### config.mk
export PLATFORM = sky130hd
export DESIGN_NAME = pdm_capture_ctrl_flat
export DESIGN_NICKNAME = d
export VERILOG_FILES = /design/src/rtl/pdm_capture_ctrl_pkg.sv /design/src/rtl/pdm_capture_ctrl_if.sv /design/src/rtl/pdm_capture_ctrl_mic_clk_strobe.sv /design/src/rtl/pdm_capture_ctrl.sv /design/src/flat_wrapper.sv
export SDC_FILE = /design/constraint.sdc
export NUM_CORES = 1
export LEC_CHECK = 0
export BUFFER_PORTS_ARGS = -buffer_cell sky130_fd_sc_hd__clkbuf_2
export CAP_MARGIN = 10
export CORE_MARGIN = 2
export CORE_UTILIZATION = 33
export CTS_CLUSTER_DIAMETER = 120
export DETAILED_ROUTE_END_ITERATION = 8
export PLACE_DENSITY = 0.47
export SYNTH_ARGS = -nofsm -noshare
export SYNTH_HDL_FRONTEND = slang
export SYNTH_SLANG_ARGS = --single-unit
### constraint.sdc
create_clock -name clk_i -period 2.74 [get_ports clk_i]
set_input_delay 0.137 -clock clk_i [delete_from_list [all_inputs] [get_ports clk_i]]
set_output_delay 0.137 -clock clk_i [all_outputs]
set_load 0.1 [all_outputs]
### src/rtl/pdm_capture_ctrl_pkg.sv
// ---------------------------------------------------------------------------
// pdm_capture_ctrl_pkg
//   Shared definitions for the PDM microphone capture path:
//     - state_e      : controller state encoding (IDLE / WARMUP / CAPTURE)
//     - DEF_*        : default divider, window length and warm-up length
//     - sample_width : width of a ones-count sample able to hold 0..WINDOW
//     - cnt_width    : width of a counter running 0..n-1 (at least 1 bit)
// ---------------------------------------------------------------------------
package pdm_capture_ctrl_pkg;

  typedef enum logic [1:0] {
    ST_IDLE    = 2'd0,
    ST_WARMUP  = 2'd1,
    ST_CAPTURE = 2'd2
  } state_e;

  // 100 MHz / 32 = 3.125 MHz microphone clock
  localparam int DEF_CLK_DIV     = 32;
  localparam int DEF_WINDOW      = 128;
  localparam int DEF_WARMUP_BITS = 1024;

  // One extra bit so an all-ones window (count == WINDOW) is representable.
  function automatic int sample_width(input int window);
    return $clog2(window) + 1;
  endfunction

  function automatic int cnt_width(input int n);
    return (n <= 2) ? 1 : $clog2(n);
  endfunction

endpackage

### src/rtl/pdm_capture_ctrl_if.sv
// ---------------------------------------------------------------------------
// pdm_capture_ctrl_if
//   Valid/ready sample stream from the capture controller to the downstream
//   filter.
//     sample_o [SW] : ones-count of the last completed window
//     valid_o       : sample_o valid, held until accepted
//     ready_i       : consumer accepts when valid_o & ready_i
//   Modports: master (capture controller), slave (consumer).
// ---------------------------------------------------------------------------
interface pdm_capture_ctrl_if #(
  parameter int SW = 8
);
  logic [SW-1:0] sample_o;
  logic          valid_o;
  logic          ready_i;

  modport master (
    output sample_o,
    output valid_o,
    input  ready_i
  );

  modport slave (
    input  sample_o,
    input  valid_o,
    output ready_i
  );
endinterface

### src/rtl/pdm_capture_ctrl_mic_clk_strobe.sv
// ---------------------------------------------------------------------------
// mic_clk_strobe
//   Divides clk_i down to the microphone clock and marks its rising edges.
//   M_CLK is low for CLK_DIV/2 cycles, then high for CLK_DIV/2 cycles.
//   Ports:
//     clk_i    in  system clock
//     rst_i    in  asynchronous reset, active-high
//     run_i    in  1 = divider running; 0 = counter cleared, M_CLK low
//     M_CLK    out microphone clock (registered, glitch-free)
//     rise_stb out 1-cycle pulse during the first clk_i cycle M_CLK is high
// ---------------------------------------------------------------------------
module mic_clk_strobe
  import pdm_capture_ctrl_pkg::*;
#(
  parameter int CLK_DIV = DEF_CLK_DIV
) (
  input  logic clk_i,
  input  logic rst_i,
  input  logic run_i,
  output logic M_CLK,
  output logic rise_stb
);

  localparam int CW   = cnt_width(CLK_DIV);
  localparam int HALF = CLK_DIV / 2;

  logic [CW-1:0] cnt_q, cnt_d;
  logic          mclk_q, mclk_d;
  logic          rise_q, rise_d;

  // M_CLK and the strobe are decoded from the next counter value so both
  // come straight out of flops and line up on the same clk_i edge.
  always_comb begin
    cnt_d  = '0;
    mclk_d = 1'b0;
    rise_d = 1'b0;
    if (run_i) begin
      if (cnt_q == CW'(CLK_DIV - 1)) begin
        cnt_d = '0;
      end else begin
        cnt_d = cnt_q + 1'b1;
      end
      mclk_d = (cnt_d >= CW'(HALF));
      rise_d = (cnt_d == CW'(HALF));
    end
  end

  always_ff @(posedge clk_i or posedge rst_i) begin
    if (rst_i) begin
      cnt_q  <= '0;
      mclk_q <= 1'b0;
      rise_q <= 1'b0;
    end else begin
      cnt_q  <= cnt_d;
      mclk_q <= mclk_d;
      rise_q <= rise_d;
    end
  end

  assign M_CLK    = mclk_q;
  assign rise_stb = rise_q;

endmodule

### src/rtl/pdm_capture_ctrl.sv
// ---------------------------------------------------------------------------
// pdm_capture_ctrl
//   Runs the on-board PDM microphone (gated M_CLK, M_LRSEL tied low,
//   warm-up), counts ones in M_DATA over windows of WINDOW bits and hands one
//   amplitude word per window to the downstream filter over valid/ready.
//   Ports:
//     clk_i       in  system clock
//     rst_i       in  asynchronous reset, active-high
//     enable_i    in  level; 1 = run microphone, 0 = stop (back to IDLE)
//     M_DATA      in  PDM data from the microphone
//     M_CLK       out microphone clock, 50% duty, low in IDLE
//     M_LRSEL     out channel select, constant 0
//     out_if      master modport: sample_o / valid_o / ready_i
//     busy_o      out 1 in WARMUP or CAPTURE
//     overrun_o   out sticky: a window completed while the previous sample
//                     was still unaccepted (new sample dropped)
//     drop_cnt_o  out 16-bit saturating dropped-sample count; present only
//                     when PDM_CAPTURE_DROP_CNT_EN is defined
//   Optional build macro: PDM_CAPTURE_DROP_CNT_EN
// ---------------------------------------------------------------------------
module pdm_capture_ctrl
  import pdm_capture_ctrl_pkg::*;
#(
  parameter int CLK_DIV     = DEF_CLK_DIV,
  parameter int WINDOW      = DEF_WINDOW,
  parameter int WARMUP_BITS = DEF_WARMUP_BITS
) (
  input  logic                      clk_i,
  input  logic                      rst_i,
  input  logic                      enable_i,
  input  logic                      M_DATA,
  output logic                      M_CLK,
  output logic                      M_LRSEL,
  pdm_capture_ctrl_if.master        out_if,
`ifdef PDM_CAPTURE_DROP_CNT_EN
  output logic [15:0]               drop_cnt_o,
`endif
  output logic                      busy_o,
  output logic                      overrun_o
);

  localparam int SW = sample_width(WINDOW);
  localparam int BW = cnt_width(WINDOW);
  localparam int WW = cnt_width(WARMUP_BITS);

  state_e        state_q, state_d;
  logic [WW-1:0] warm_q, warm_d;
  logic [BW-1:0] bit_q, bit_d;
  logic [SW-1:0] acc_q, acc_d;
  logic [SW-1:0] sample_q, sample_d;
  logic          valid_q, valid_d;
  logic          overrun_q, overrun_d;
`ifdef PDM_CAPTURE_DROP_CNT_EN
  logic [15:0]   drop_q, drop_d;
`endif

  logic run;
  logic rise_stb;
  logic accept;

  // Gating on enable_i as well as the state makes a disable stop M_CLK on
  // the same clk_i edge that returns the FSM to IDLE.
  assign run    = (state_q != ST_IDLE) && enable_i;
  assign accept = valid_q && out_if.ready_i;

  mic_clk_strobe #(
    .CLK_DIV (CLK_DIV)
  ) u_clk_strobe (
    .clk_i    (clk_i),
    .rst_i    (rst_i),
    .run_i    (run),
    .M_CLK    (M_CLK),
    .rise_stb (rise_stb)
  );

  // Next-state / datapath. M_DATA is taken on the clk_i edge at the end of
  // the rise_stb cycle; the accumulator (or the sample register on the last
  // bit) is the register that captures it.
  always_comb begin
    state_d   = state_q;
    warm_d    = warm_q;
    bit_d     = bit_q;
    acc_d     = acc_q;
    sample_d  = sample_q;
    valid_d   = valid_q;
    overrun_d = overrun_q;
`ifdef PDM_CAPTURE_DROP_CNT_EN
    drop_d    = drop_q;
`endif

    if (!enable_i) begin
      // Stop from any state: partial window and pending sample are dropped.
      state_d   = ST_IDLE;
      warm_d    = '0;
      bit_d     = '0;
      acc_d     = '0;
      valid_d   = 1'b0;
      overrun_d = 1'b0;
`ifdef PDM_CAPTURE_DROP_CNT_EN
      drop_d    = '0;
`endif
    end else begin
      if (accept) begin
        valid_d = 1'b0;
      end

      case (state_q)
        ST_IDLE: begin
          state_d = ST_WARMUP;
          warm_d  = '0;
          bit_d   = '0;
          acc_d   = '0;
        end

        ST_WARMUP: begin
          if (rise_stb) begin
            if (warm_q == WW'(WARMUP_BITS - 1)) begin
              warm_d  = '0;
              state_d = ST_CAPTURE;
            end else begin
              warm_d = warm_q + 1'b1;
            end
          end
        end

        ST_CAPTURE: begin
          if (rise_stb) begin
            if (bit_q == BW'(WINDOW - 1)) begin
              // Window complete; next window starts with the next strobe.
              bit_d = '0;
              acc_d = '0;
              if (!valid_q || accept) begin
                sample_d = acc_q + SW'(M_DATA);
                valid_d  = 1'b1;
              end else begin
                overrun_d = 1'b1;
`ifdef PDM_CAPTURE_DROP_CNT_EN
                if (drop_q != 16'hFFFF) begin
                  drop_d = drop_q + 16'd1;
                end
`endif
              end
            end else begin
              bit_d = bit_q + 1'b1;
              acc_d = acc_q + SW'(M_DATA);
            end
          end
        end

        default: begin
          state_d = ST_IDLE;
        end
      endcase
    end
  end

  always_ff @(posedge clk_i or posedge rst_i) begin
    if (rst_i) begin
      state_q   <= ST_IDLE;
      warm_q    <= '0;
      bit_q     <= '0;
      acc_q     <= '0;
      sample_q  <= '0;
      valid_q   <= 1'b0;
      overrun_q <= 1'b0;
`ifdef PDM_CAPTURE_DROP_CNT_EN
      drop_q    <= '0;
`endif
    end else begin
      state_q   <= state_d;
      warm_q    <= warm_d;
      bit_q     <= bit_d;
      acc_q     <= acc_d;
      sample_q  <= sample_d;
      valid_q   <= valid_d;
      overrun_q <= overrun_d;
`ifdef PDM_CAPTURE_DROP_CNT_EN
      drop_q    <= drop_d;
`endif
    end
  end

  assign out_if.sample_o = sample_q;
  assign out_if.valid_o  = valid_q;
  assign busy_o          = (state_q != ST_IDLE);
  assign overrun_o       = overrun_q;
  assign M_LRSEL         = 1'b0;
`ifdef PDM_CAPTURE_DROP_CNT_EN
  assign drop_cnt_o      = drop_q;
`endif

endmodule

### src/flat_wrapper.sv
// flat-port wrapper written by rule: the top's interface ports become plain ports
module pdm_capture_ctrl_flat import pdm_capture_ctrl_pkg::*;
#(
  parameter int CLK_DIV     = DEF_CLK_DIV,
  parameter int WINDOW      = DEF_WINDOW,
  parameter int WARMUP_BITS = DEF_WARMUP_BITS
)
  (clk_i, rst_i, enable_i, M_DATA, M_CLK, M_LRSEL, busy_o, overrun_o, out_if_sample_o, out_if_valid_o, out_if_ready_i);
  pdm_capture_ctrl_if #(.SW(($clog2(WINDOW) + 1))) out_if_i ();
  input  logic clk_i;
  input  logic rst_i;
  input  logic enable_i;
  input  logic M_DATA;
  output logic M_CLK;
  output logic M_LRSEL;
  output logic busy_o;
  output logic overrun_o;
  output wire logic [$bits(out_if_i.sample_o)-1:0] out_if_sample_o;
  output wire logic [$bits(out_if_i.valid_o)-1:0] out_if_valid_o;
  input wire logic [$bits(out_if_i.ready_i)-1:0] out_if_ready_i;
  assign out_if_sample_o = out_if_i.sample_o;
  assign out_if_valid_o = out_if_i.valid_o;
  assign out_if_i.ready_i = out_if_ready_i;
  pdm_capture_ctrl #(.CLK_DIV(CLK_DIV), .WINDOW(WINDOW), .WARMUP_BITS(WARMUP_BITS)) u_core (.clk_i(clk_i), .rst_i(rst_i), .enable_i(enable_i), .M_DATA(M_DATA), .M_CLK(M_CLK), .M_LRSEL(M_LRSEL), .out_if(out_if_i), .busy_o(busy_o), .overrun_o(overrun_o));
endmodule
==> results of run 1 <==
## synth_stat cells (2+ instances only)
cell type,instances
inv_1,3
or4_1,3
a21oi_1,13
and3_1,7
nand2_1,8
dfrtp_1,43
nand3_1,4
o31ai_1,2
nor2_1,15
nand2b_1,2
and2_1,2
nand4_1,6
o21ai_0,8
nand3b_1,2
xnor2_1,4
ha_1,6
or3_1,2
buf_2,4
o21a_1,3
xor2_1,7
a21o_1,4
nor3_1,8
mux2_2,9
a22o_1,7
a31oi_1,5
nor2b_1,5
## metal layers
| layer | up-vias | track usage, % |
|---|---|---|
| met5 | - | 0 |
| met4 | 0 | 3.90 |
| li1 | 792 | - |
| met2 | 25 | 19.1 |
| met1 | 782 | 19.4 |
| met3 | 2 | 3.21 |
## final cells by class
class                      count  area (sq um)  share of cell area (%)
sequential                    43          1080                    43.7
multi-input combinational    153          1050                    42.8
tap                           77          96.3                    3.91
timing repair buffer          17          87.6                    3.56
clock buffer                   6          72.6                    2.95
clock inverter                 2          60.1                    2.44
inverter                       4          15.0                   0.610
## metrics by stage
stage                     instance area (sq um)  utilization, %  total power, mW
final                                      2460            38.8             1.68
after global routing                       2460            38.8             1.79
after CTS                                  2460            38.8             1.71
after detailed placement                   2330            36.7             1.11
after global placement                     2330            36.7             1.11
after floorplan                            2180               -             1.04
## flip-flops by register name, indices dropped and copies added (netlist names)
register and flops:
u_core.warm_q 10, u_core.out_if.valid_o 1, u_core.u_clk_strobe.cnt_q 5, u_core.u_clk_strobe.rise_stb 1, u_core.out_if.sample_o 8, u_core.acc_q 8, u_core.overrun_o 1, u_core.bit_q 7
u_core.state_q 2
## cell families (layout without fill, tap and decap cells)
group	count (synthesis)	in the layout	share of synthesized area, %
other	1	1	0.172
AND/OR/NAND/NOR	76	76	20.5
flip-flops	43	43	49.4
XOR/XNOR	11	11	4.43
buffers and inverters	10	29	2.13
adder cells (fa/ha/maj)	6	6	3.45
AO/OA/AOI/OAI	49	49	14.8
multiplexers	10	10	5.12
## power breakdown
part	leakage, nW	switching [mW]	internal [mW]
Combinational	0.513	0.254	0.113
Clock	0.0654	0.224	0.365
Sequential	0.597	0.0618	0.667
## worst max-delay path: cells and delay by family (launching register included)
family | cells | cell delay, ps
multiplexers | 1 | 390
flip-flops | 1 | 510
AND/OR/NAND/NOR | 3 | 870
## path summary, 6_finish.rpt
| check | slack, ps | endpoint | from |
|---|---|---|---|
| setup / recovery | 870 | u_core.out_if.sample_o[1] | u_core.state_q[0] |
| hold / removal | 20 | u_core.u_clk_strobe.cnt_q[0] | rst_i |
| setup reg to reg | 870 | u_core.out_if.sample_o[1] | u_core.state_q[0] |
| hold reg to reg | 510 | u_core.u_clk_strobe.cnt_q[0] | u_core.u_clk_strobe.cnt_q[0] |
| max in group asynchronous | 2130 | u_core.state_q[0] | rst_i |
| min in group clk_i | 200 | u_core.out_if.valid_o | enable_i |
==> impl_summary.md, run 1 <==
Run status
The flow ran to the end, and the final reports show no timing, DRC or antenna violations.

CTS
In this run the post-CTS setup repair buffer count came out at 0. The number of buffers added to fix hold violations after cts is 0. The clock net sink count is 43.

Clock-pin slew was measured on the worst setup and hold paths at 80 ps. TritonCTS built the clock tree. The root buffer selected by CTS is clkbuf_8. In this run, post-CTS repair resized a total of 0 instances. The level count of the clock H-tree is 2. Clock tree synthesis inserted a total of 5 buffers. The clock passes through at most 2 buffers. The clock latency reported for the late side of the worst-skew pair is 290 ps.

Route
The top layer used by detailed routing is met4. After detailed routing, the number of remaining DRC violations is 0. In the detailed route, the total length drawn on met3 is 135 um. The antenna violation net count after detailed routing is 0. The met2 wire length is 1980 um. Using the TritonRoute via totals, the vias-per-cell ratio works out to 5.30.

The total routed wire length on the met1 layer is 2270 um. The first detailed-routing pass ran for 4 iterations. After detailed routing, the average wire length per cell comes to 14.6 um.

The routed wire length is 4410 um. The violation count after the first detailed-route iteration is 45. The detailed router placed 1601 vias in this run.

Global route
The initial antenna violation count was 0. The number of global-route vias before repair is 1469. The maximum number of pins on one net before global-route repair is 44. The total global-route track usage is 13.1%.

The total congestion overflow is 0. The first global-routing pass estimated 7470 um of wire.

Worst setup path
STA puts the critical path data required time at 2920 ps. The startpoint type of the worst setup path is a register. The standard cell with the maximum stage delay on the critical path is dfrtp_1. The worst setup path is captured at a register.

The largest single stage delay on the critical path is 510 ps. The signal on the critical path passes through and3b_1 -> and3_4 -> nor3b_4 -> mux2_2. The critical-path maximum fanout is 13. By startpoint and endpoint, the worst setup path is classified as register to register.

The data arrival time of the worst path is 2050 ps. For the worst flop-to-flop path, the logic depth is 4.

Yosys
A synthesized cell averages 10.6 sq um. dfrtp_1 takes more of the synthesized area than any other cell. The count of synthesis-stage warnings from yosys is 0. Counting flops with an async set or reset pin after synthesis yields a share of 100%.

The mapped netlist covers 2180 sq um. Of the synthesized area, sequential elements account for 49.4%. After synthesis, the largest area contributor takes up 49.4% of total cell area. The net count after synthesis is 217.

The number of flops mapped to enable cells by yosys is 0. After synthesis, the cell types taking the most area are dfrtp_1, mux2_2, ha_1, a21oi_1, a22o_1. After technology mapping, the gate count stands at 206. The number of flip-flops and latches in the synthesized netlist is 43. The distinct cell type count of the synthesized netlist is 50.

The most used flip-flop cell after synthesis is dfrtp_1.

Job
The count of maximum capacitance violations is 0.

Power and ir drop
The largest voltage drop on the vdd net is 0.491 mV. The power per cell area is 684 nW/um^2. In this run the static leakage power is 1.17 nW.

Timing
Setup repair after global routing left no endpoint under its margin. Measured against its own limit, the worst slew margin works out to 38.5%. The number of hold violations in the final report is 0. The post-route worst setup slack is 871 ps. Dividing the final minimum period by the clock period gives 68.2%. The tightest hold path in the finished design has a slack of 16.1 ps. The max-slew violation total from the final report is 0. Setup violations remaining at the end of the flow were counted as 0.

The final worst clock skew is 8.15 ps. The worst path needs 1870 ps of the cycle, external delays included. Based on the critical path, the design can be clocked at up to 535 MHz. Setup total negative slack on the finished layout was measured at 0 ps. The transition time at the pin with the least slew margin is 922 ps.

Floorplan
The die is 85.2 um wide. The die covers 7260 sq um. The y dimension of the die is 85.2 um. After floorplanning, the core was divided into 29 placement rows.

In this run the standard cell core region covers 6350 sq um. The initial core utilization is 34.3%. The count of boundary I/O pins is 18.

Placement
The final weighted congestion in routability-driven placement is 0.763. The post-DP HPWL is 3080 um. Input and output buffers added on the ports amount to 16.

Including well taps, the total number of placed cells is 294. The worst slack at placement is 818 ps.

Final layout
The most common cell after layout, fill and taps aside is dfrtp_1. The number of filler instances in the final layout is 626. The ratio of cells with drive above 1 in the final layout is 17.8%.

The net count of the finished layout is 235. The repair_antennas step left the layout with diodes totalling 0. In the layout the commonest cells are dfrtp_1, clkbuf_2, nor2_1, a21oi_1, mux2_2. The number of cells in the finished layout apart from fillers is 302. Compared with the post-synthesis result, the final layout area differs by 13.1%.

Min path
The class of the tightest hold or removal check is primary input to async pin.
(Power assumes the default switching activity.)
==> inputs of run 2 (changes only) <==
--- a/config.mk
+++ b/config.mk
@@ -5,6 +5,7 @@
 export SDC_FILE = /design/constraint.sdc
 export NUM_CORES = 1
 export LEC_CHECK = 0
+export ABC_AREA = 1
 export BUFFER_PORTS_ARGS = -buffer_cell sky130_fd_sc_hd__clkbuf_2
 export CAP_MARGIN = 10
 export CORE_MARGIN = 2
==> constraint.sdc (replaced) <==
create_clock -name clk_i -period 1.8 [get_ports clk_i]
set_input_delay 0.09 -clock clk_i [delete_from_list [all_inputs] [get_ports clk_i]]
set_output_delay 0.09 -clock clk_i [all_outputs]
set_load 0.1 [all_outputs]
==> impl_summary.md, run 2 <==
Floorplan
The placement row count is 29 (unchanged). The die footprint came to 7320 sq um (+0.81%). The count of boundary I/O pins is 18 (unchanged).

The y dimension of the die is 85.6 um (+0.40%). The placeable core region was 6390 sq um (+0.57%). The initial core utilization was 34.4% (+0.099 points). The die span in x is 85.6 um (+0.40%).

CTS
The level count of the clock H-tree is 2 (unchanged). The clock-pin slew reported for the worst setup and hold paths after clock tree synthesis is 90 ps (about the same). The clock net sink count came to 43 (unchanged).

The root buffer selected by CTS is clkbuf_8. The clock buffer count from CTS came to 5 (unchanged). The number of buffers on the longest clock path is 2 (unchanged).

The clock latency reported for the late side of the worst-skew pair was 290 ps (about the same). TritonCTS built the clock tree.

Global route
The maximum number of pins on one net before global-route repair was 44 (unchanged). The initial antenna violation count is 0 (unchanged). The number of global-route vias before repair is 1848 (+26%). The first-pass GRT wire length came to 7970 um (+6.7%). The total global-route track usage was 13.5% (+0.34 points). The total congestion overflow was 0 (unchanged).

Final layout
The number of filler instances in the final layout is 675 (+7.8%). Leaving out fill and tap cells, the most frequent cell in the layout is nand2_1. The flip-flop count of the largest register, all copies and words added is 10 (unchanged). The final layout net count is 311 (+32%). Leaving out fill and tap cells, the most frequent cells in the layout are nand2_1, dfrtp_1, inv_1, nor2_1, o21ai_0. The sequential cell area is 1080 sq um (unchanged). The relative area change from synthesis to final layout is 13.6%.

The ratio of cells with drive above 1 in the final layout is 14.3% (-3.4 points). The final standard cell area without fillers is 2490 sq um (+1.3%). Counting flops per register, the top entry is u_core.warm_q.

The number of antenna repair diodes is 0 (unchanged). The share of the core filled with cells in the final layout is 39.0% (+0.27 points). The area taken by multi-input logic gates came to 941 sq um (-11%).

Yosys
The count of synthesis-stage warnings from yosys came to 0 (unchanged). The library cell occupying the most area in the post-synthesis netlist is dfrtp_1. By count the netlist is led by nand2_1, dfrtp_1, inv_1, nor2_1, o21ai_0.

The net count after synthesis was 286 (+32%). The number of flops mapped to enable cells by yosys is 0 (unchanged). The main flop type after synthesis is dfrtp_1. The share of async-settable or async-resettable flops after synthesis is 100% (unchanged). The most used standard cell by instance count after synthesis is nand2_1. The cell area after technology mapping is 2200 sq um (+0.86%). The distinct cell type count of the synthesized netlist is 27 (-46%).

The average cell area after synthesis is 7.98 sq um (-24%). The number of flip-flops and latches in the synthesized netlist is 43 (unchanged). The area share of the largest cell type after synthesis came to 49.0% (-0.42 points).

Sorting the synthesized cells by area gives the leading types as dfrtp_1, nand2_1, inv_1, nor2_1, o21ai_0. The synthesized instance count is 275 (+33%). The sequential cell area fraction in the yosys report was 49.0% (-0.42 points).

Worst setup path
The path type of the worst setup path is register to register. STA classifies the critical path endpoint as a register. The required time of the critical path is 1990 ps (-930 ps). The critical-path maximum fanout is 14 (+1). The most critical setup path has its startpoint at u_core.bit_q[0]. STA classifies the critical path startpoint as a register. The data arrival time of the worst path came to 1790 ps (-260 ps). In this run the critical register-to-register path is launched from u_core.bit_q[0].

Route
The via-per-instance ratio is 4.54 (-14%). The first-pass detailed-route iteration total is 4 (unchanged). The final routed DRC violation total is 0 (unchanged).

The antenna violation net count after detailed routing was 0 (unchanged). The routed wire length is 4300 um (-2.5%). The violation count after the first detailed-route iteration is 29 (-36%). The via count came to 1710 (+6.8%).

The per-cell routed wire length came to 11.4 um (-22%).

Timing
The upper clock frequency limit is 624 MHz (+17%). The max-slew violation total from the final report is 0 (unchanged). The post-route setup TNS is 0 ps (unchanged). The post-route fraction of the period consumed by the critical path was 89.1% (+21 points). The headroom to the max-slew limit came to 63.6% (+25 points). The transition time at the pin with the least slew margin is 546 ps (-376 ps). The time the final worst path needs with I/O delays and setup is 1600 ps (-265 ps). The tightest hold margin is 89.2 ps (+73.1 ps). Setup repair after global routing left no endpoint under its margin. The setup violation total in the final timing report was 0 (unchanged). The final worst clock skew was 10.3 ps (+2.10 ps). The number of hold violations in the final report is 0 (unchanged). The post-route worst setup slack is 196 ps (-675 ps).

Placement
The final weighted congestion in routability-driven placement is 0.767 (+0.58%). The worst slack at placement is 139 ps (-678 ps). The post-DP HPWL was 3160 um (+2.6%). The placed instance area is 2370 sq um (+1.9%).

The number of port buffers was 16 (unchanged).

Min path
The min-delay analysis places its worst path in the category primary input to register. The start point of the worst hold path is out_if_ready_i.

Run status
The flow ran to the end, and the final reports show no timing, DRC or antenna violations.

Job
The count of maximum capacitance violations is 0 (unchanged).

Power and ir drop
The power per cell area was 991 nW/um^2 (+45%). The largest voltage drop on the vdd net is 0.818 mV (+67%). The standby leakage power is 1.28 nW (+8.5%).
## run 2: changes by cell type after synthesis, sizes merged, moves of 6 or more
cell	before	now
nand2	8	76
nor3	8	2
inv	3	41
and3	9	0
a21oi	13	5
a22o	7	0
o21ai	9	23
nand3	4	14
mux2	9	0
nor2	15	41
## run 2: cells by family (layout without fill, tap and decap cells)
logic type                 count (synthesis)  count (layout)  synth area share, %
AOI/OAI and AO/OA                         31              31                 8.49
xor gates and xnor gates                   8               8                 3.19
adders and majority gates                  6               6                 3.42
buffers and inverters                     44              69                 8.38
DFF                                       43              43                 49.0
muxes                                      1               1                0.456
other                                      1               1                0.171
and+or+nand+nor                          141             141                 26.9
## run 2: layout make-up
class | count | share of cell area (%)
multi-input combinational | 188 | 37.7
clock inverter | 2 | 1.51
clock buffer | 5 | 2.76
tap | 77 | 3.86
sequential | 43 | 43.2
inverter | 41 | 6.17
timing repair buffer | 21 | 4.82
## run 2: critical path, stage by stage (launching register included)
cell,delay (ps)
dfrtp_1,420
ha_1,190
nand2_1,100
nor2_2,180
nand3_2,110
nor2_2,180
inv_2,160
nand2_1,100
o21ai_2,50
## run 2: per-layer routing
metal / part of all wire [%] / vias to the layer above / track usage [%]
met5: 0 / - / 0
met4: 1.4 / 0 / 4.04
met3: 2.2 / 6 / 3.18
met2: 48 / 14 / 24.2
met1: 48 / 785 / 16.0
li1: - / 905 / -
## run 2: per-stage QoR
| stage | power [mW] | std cells |
|---|---|---|
| after global routing | 2.66 | 377 |
| after floorplan | 1.59 | 275 |
| after detailed placement | 1.77 | 369 |
| after CTS | 2.54 | 377 |
| final | 2.47 | 377 |
| after global placement | 1.77 | 369 |
## run 2: worst paths after layout
| kind | cells after the start | end | slack (ps) |
|---|---|---|---|
| worst max-delay path | 8 | u_core.out_if.sample_o[2] | 200 |
| worst min-delay path | 4 | u_core.overrun_o | 90 |
| worst max register to register | 8 | u_core.out_if.sample_o[2] | 200 |
| worst min register to register | 2 | u_core.out_if.sample_o[3] | 490 |
| max in group asynchronous | 4 | u_core.out_if.sample_o[7] | 960 |
| min in group asynchronous | 4 | u_core.acc_q[0] | 460 |
## run 2: repair_timing
| item | in CTS | in global routing |
|---|---|---|
| endpoints found under the setup margin | 0 | 8 |
| hold buffers | 1 | 0 |
| setup buffers | 0 | 0 |
| gates resized for setup | 0 | 1 |
| hold endpoints to repair | 43 | 0 |
## run 2: report_power, final
part	internal, mW	switching [mW]
Combinational	0.171	0.467
Clock	0.406	0.332
Sequential	1.03	0.0699
Total	1.60	0.868
